## src/rtl/display_pkg.sv

```systemverilog
// Shared types and constants for the BCD display controller and its converter.
// The leading-zero helper lives here so the blanking rule has a single definition.
package display_pkg;

  localparam int NUM_DIGITS = 4;
  localparam int BIN_W      = 14;
  localparam int IDX_W      = 2;

  localparam logic [3:0] BLANK_CODE = 4'hF;

  localparam logic [1:0] ST_IDLE    = 2'd0;
  localparam logic [1:0] ST_CONVERT = 2'd1;
  localparam logic [1:0] ST_COMMIT  = 2'd2;

  typedef logic [NUM_DIGITS-1:0][3:0] digits_t;

  // True when digit idx is a leading zero: idx > 0 and digits idx..MSD are all zero.
  function automatic logic lz_blank(input digits_t d, input logic [IDX_W-1:0] idx);
    logic zero;
    zero = 1'b1;
    for (int i = 0; i < NUM_DIGITS; i++) begin
      if ((i >= int'(idx)) && (d[i] != 4'd0)) zero = 1'b0;
    end
    return (idx != '0) && zero;
  endfunction

endpackage

```

## src/rtl/bin2bcd_seq.sv

```systemverilog
// Sequential shift-and-add-3 binary to BCD converter: one shift per cycle, BIN_W cycles per value.
// start is ignored while busy; done is high during the cycle of the final shift.
module bin2bcd_seq
  import display_pkg::*;
(
  input  logic             clk,
  input  logic             rst,
  input  logic             start,
  input  logic [BIN_W-1:0] bin_in,
  output logic             busy,
  output logic             done,
  output digits_t          bcd
);

  logic [BIN_W-1:0] sh_bin;
  logic [3:0]       cnt;
  logic             run;
  digits_t          adj;

  always_comb begin
    adj = bcd;
    for (int i = 0; i < NUM_DIGITS; i++) begin
      if (bcd[i] >= 4'd5) adj[i] = bcd[i] + 4'd3;
    end
  end

  always_ff @(posedge clk or posedge rst) begin
    if (rst) begin
      run    <= 1'b0;
      cnt    <= 4'd0;
      sh_bin <= '0;
      bcd    <= '0;
    end else if (start && !run) begin
      run    <= 1'b1;
      cnt    <= 4'd0;
      sh_bin <= bin_in;
      bcd    <= '0;
    end else if (run) begin
      {bcd, sh_bin} <= {adj, sh_bin} << 1;
      cnt           <= cnt + 4'd1;
      if (cnt == 4'(BIN_W - 1)) run <= 1'b0;
    end
  end

  assign busy = run;
  assign done = run && (cnt == 4'(BIN_W - 1));

endmodule

```

## src/rtl/bcd_scan_ctrl.sv

```systemverilog
// Converts a binary value to four BCD digits and scans them onto one shared seven-segment decoder.
// load accepted only when idle (15-cycle conversion, 1-cycle overflow path); loads while busy are dropped.
module bcd_scan_ctrl
  import display_pkg::*;
#(
  parameter int SCAN_DIV = 50000,
  parameter int MAX_VAL  = 9999
) (
  input  logic                  clk,
  input  logic                  rst,
  input  logic [BIN_W-1:0]      value,
  input  logic                  load,
  input  logic                  blank_lz,
  output logic                  busy,
  output logic                  done,
  output logic                  overflow,
  output logic [3:0]            hex_out,
  output logic [NUM_DIGITS-1:0] digit_en_n
);

  localparam int PW = (SCAN_DIV > 1) ? $clog2(SCAN_DIV) : 1;
  localparam logic [BIN_W-1:0] MAX_V = BIN_W'(MAX_VAL);

  logic [1:0]       state;
  logic             ovf_arm;
  digits_t          digits;
  logic             value_ovf;
  logic             start;
  logic             conv_busy;
  logic             conv_done;
  digits_t          conv_bcd;

  logic [PW-1:0]    presc;
  logic [IDX_W-1:0] idx;
  logic             commit_now;
  digits_t          disp;
  logic             ovf_now;

  assign value_ovf = (value > MAX_V);
  assign start     = (state == ST_IDLE) && load && !value_ovf;

  bin2bcd_seq u_conv (
    .clk    (clk),
    .rst    (rst),
    .start  (start),
    .bin_in (value),
    .busy   (conv_busy),
    .done   (conv_done),
    .bcd    (conv_bcd)
  );

  always_ff @(posedge clk or posedge rst) begin
    if (rst) begin
      state    <= ST_IDLE;
      ovf_arm  <= 1'b0;
      overflow <= 1'b0;
      digits   <= '0;
    end else begin
      case (state)
        ST_IDLE: begin
          if (load) begin
            ovf_arm <= value_ovf;
            state   <= value_ovf ? ST_COMMIT : ST_CONVERT;
          end
        end
        ST_CONVERT: begin
          if (conv_done) state <= ST_COMMIT;
        end
        ST_COMMIT: begin
          overflow <= ovf_arm;
          if (!ovf_arm) digits <= conv_bcd;
          state <= ST_IDLE;
        end
        default: state <= ST_IDLE;
      endcase
    end
  end

  assign busy = (state != ST_IDLE) || conv_busy;
  assign done = (state == ST_COMMIT);

  // A slot starting on the commit edge must already show the new digits.
  assign commit_now = (state == ST_COMMIT);
  assign disp       = (commit_now && !ovf_arm) ? conv_bcd : digits;
  assign ovf_now    = commit_now ? ovf_arm : overflow;

  // Outputs are latched once per slot, so a slot never mixes old and new values.
  always_ff @(posedge clk or posedge rst) begin
    if (rst) begin
      presc      <= '0;
      idx        <= '0;
      digit_en_n <= 4'b1110;
      hex_out    <= 4'h0;
    end else begin
      if (presc == PW'(SCAN_DIV - 1)) begin
        presc <= '0;
        idx   <= idx + 1'b1;
      end else begin
        presc <= presc + 1'b1;
      end
      if (presc == '0) begin
        digit_en_n <= ~(NUM_DIGITS'(1) << idx);
        hex_out    <= (ovf_now || (blank_lz && lz_blank(disp, idx))) ? BLANK_CODE : disp[idx];
      end
    end
  end

endmodule

```

## config.mk

```make
export PLATFORM = sky130hd
export DESIGN_NAME = bcd_scan_ctrl
export DESIGN_NICKNAME = d
export VERILOG_FILES = /design/src/rtl/display_pkg.sv /design/src/rtl/bin2bcd_seq.sv /design/src/rtl/bcd_scan_ctrl.sv
export SDC_FILE = /design/constraint.sdc
export NUM_CORES = 1
export LEC_CHECK = 0
export ABC_AREA = 0
export BUFFER_PORTS_ARGS = -buffer_cell sky130_fd_sc_hd__clkbuf_2
export CORE_UTILIZATION = 42
export CTS_CLUSTER_SIZE = 12
export DETAILED_ROUTE_END_ITERATION = 10
export PLACE_DENSITY = 0.56
export SYNTH_ARGS = -nofsm -noshare
export SYNTH_HDL_FRONTEND = slang
export SYNTH_SLANG_ARGS = --single-unit
export TNS_END_PERCENT = 5
```

## constraint.sdc

```tcl
create_clock -name clk -period 2.48 [get_ports clk]
set_input_delay 0.124 -clock clk [delete_from_list [all_inputs] [get_ports clk]]
set_output_delay 0.124 -clock clk [all_outputs]
set_load 0.02 [all_outputs]
```

==> metrics.txt <==
die extent in y 101 um; Post-route DRC 0; Worst Hold Class input pin to flip-flop; Skew-Pair Late Insertion Delay 0.35 ns; crit path capture type flip-flop; Starting Density 44.1%; flops & latches, synth 81; Final ANT Viol Nets 0; root buf cell clkbuf_8; commonest cells after routing, fill and taps aside 78 x dfrtp_1, 38 x nand2_1, 34 x nor2_1; share of cells above drive strength 1 21.9%; Reg2Reg Setup Slack 0.29 ns; CP Depth 5; global-route wire length before repair 14,000 um; grt ovf 0; Synth-to-Final Area Change 12.7%; warnings from Yosys 0; CP cell instances or4_4 > nor4_4 > nand3_2 > or2_4 > o32a_1; CTS Buf Count 9; final clock skew 0.00961 ns; CP startpoint kind flip-flop; Most used DFF post-synth dfrtp_1; initial antenna violation count 0; crit path capture hex_out[3]$_DFFE_PP0N_; syn_area_per_cell 10.6 sq um; final setup vio count 0; Max Slew Vio Count 0; Final Critical Period 2.19 ns; ANT cells 0; Post-Synthesis Cells 391; Worst-path clk slew 0.08 ns; FF-to-FF End hex_out[3]$_DFFE_PP0N_; Port Buffers 28; iteration count of the initial detailed-routing pass 4; count of flip-flops with a built-in enable after synthesis 0; leak pwr 2.15 nW; dpl cell area 4480 sq um; CP max-delay cell or4_4; CTS tree yes; # IOs 29; Hold Fails Final Rpt 0; vias in the first global route 2,851; CP max stage delay 0.56 ns; clock tree buffer depth 2; peak supply drop 576 uV; Routed wire per std cell 14.8 um; critical path's top delay family simple AND/OR/NAND/NOR gates; placed insts 541; worst setup margin 0.292 ns; outcome complete, no violations; Sink Count 81; Die W 101 um; largest net degree at the start of global routing 43; Yosys cell types 48; final std cells w/o fill 559; violation count after the first detailed-route iteration 102; mapped cell area 4150 sq um; Tcrit/Tclk final 88.2%; H-Tree Depth 3; core area 9420 sq um; Fmax 0.457 GHz; commonest non-fill, non-tap cell in the layout dfrtp_1; crit path max fanout 9; Worst R2R Path Depth 5; crit path DAT 2.42 ns; sequential element share of the synthesized area 48.9%; DP Worst Slack 0.292 ns; maxcap violations 0; r2r startpoint presc[11]$_DFF_PP0_; setup TNS 0 ns; Data required, critical path 2.71 ns; via count 2,957; Pwr Total 4.72 mW; power per cell area 1010 nW/um^2; buffer and inverter count on the worst path 0; via/cell ratio 5.29; Crit Path Category flip-flop to flip-flop; cts repair resizes 0; HPWL after DPL 5900 um; syn_nets 425; area of the die 10,300 sq um; finished layout cell area 4680 sq um; Global Route Usage Sum 17.8%; Placer Congestion 0.788; nets 459; total wire length 8260 um; CP Launch Point presc[11]$_DFF_PP0_; RSZ-0062 raised after global routing no; Relative slew margins 51.9%; Cell Rows 35; asr flop ratio synth 100%; worst-margin pin slew 0.720 ns
[sequential cells by signal (all words and copies together) (netlist names)]
name	flops
overflow	1
digits	16
u_conv.busy	1
state	2
presc	16
u_conv.bcd	16
u_conv.cnt	4
ovf_arm	1
hex_out	4
digit_en_n	4
idx	2
u_conv.sh_bin	14
[cells by family after synthesis]
kind of cell	Yosys count	share of synthesized area [%]
XOR/XNOR	23	4.85
multiplexers	29	9.98
AND/OR/NAND/NOR	122	14.9
buffers and inverters	41	3.89
adder cells (fa/ha/maj)	16	4.82
AO/OA/AOI/OAI	79	12.7
flip-flops	81	48.9
[where the power goes]
part / leakage, nW / total (mW) / switching [mW] / internal, mW
combinational: 1.04 / 1.68 / 0.836 / 0.848
sequential: 1.02 / 2.14 / 0.422 / 1.72
clock: 0.0911 / 0.896 / 0.483 / 0.413
[worst reg2reg max path, cell delays in order (launching register included)]
cell     delay (ns)
dfrtp_1        0.42
or4_4          0.56
nor4_4         0.23
nand3_2        0.21
or2_4          0.32
o32a_1         0.33
[metrics by stage]
stage / hold slack, ns / utilization, %
2_1_floorplan: 0.255 / -
3_3_place_gp: 0.248 / 47.6
3_5_place_dp: 0.257 / 47.6
4_1_cts: 0.0366 / 49.7
5_1_grt: 0.0530 / 49.7
6_report: 0.0526 / 49.7
[per-layer routing]
metal / vias to the layer above / wire length (um) / share of wire, % / global-route usage, %
li1: 1460 / - / - / -
met1: 1442 / 4010 / 48 / 24.3
met2: 49 / 3900 / 47 / 27.9
met3: 6 / 272 / 3.3 / 5.18
met4: 0 / 89 / 1.1 / 4.68
met5: - / 0 / 0 / 0
[final cells by class]
type,instances,area (sq um)
clock inverters,5,30.0
inverters,24,91.3
clock buffers,11,151
multi-input cells,269,1970
well taps,129,161
flip-flops and latches,81,2030
fillers,862,4730
repair buffers,40,248
[how the worst min path moves through the flow]
stage	start	endpoint	slack, ns	depth (start not counted)
floorplan	value[0]	u_conv.sh_bin[0]$_DFFE_PP0P_	0.25	2
global placement	rst	overflow$_DFF_PP0_	0.25	2
detailed placement	rst	overflow$_DFF_PP0_	0.26	2
CTS	value[3]	u_conv.sh_bin[3]$_DFFE_PP0P_	0.04	3
finish	value[3]	u_conv.sh_bin[3]$_DFFE_PP0P_	0.05	3
global route	value[3]	u_conv.sh_bin[3]$_DFFE_PP0P_	0.05	3
[cells in the mapped netlist, types with 2 or more instances]
master     number  area (sq um)
a21oi_1        27           135
clkbuf_1       11          41.3
o32a_1          4          40.0
buf_1           2          7.51
o22ai_1         4          25.0
xor2_1          9          78.8
buf_2           3          15.0
mux2i_1         2          20.0
nor3b_1         2          15.0
nor2b_1         4          25.0
o21ai_0        14          70.1
nand3_1         9          45.0
dfstp_2         3          78.8
a32o_1          4          40.0
xnor2_1        14           123
or3_1           4          25.0
nand2b_1        9          56.3
ha_1           16           200
or4_1           3          22.5
mux2_2         19           214
nor4_1          5          31.3
nor3_1          2          10.0
nand4_1         3          18.8
a2bb2oi_1      10          87.6
o31ai_1         8          60.1
nor2_1         34           128
nand2_1        38           143
inv_1          23          86.3
dfrtp_1        78          1950
mux4_2          8           180
a221oi_1        2          17.5
[timing repair]
action,CTS,global route
setup buffers,0,0
hold buffers,2,0
endpoints found under the hold margin,40,0
No activity file was read; power rests on OpenSTA's default activity.
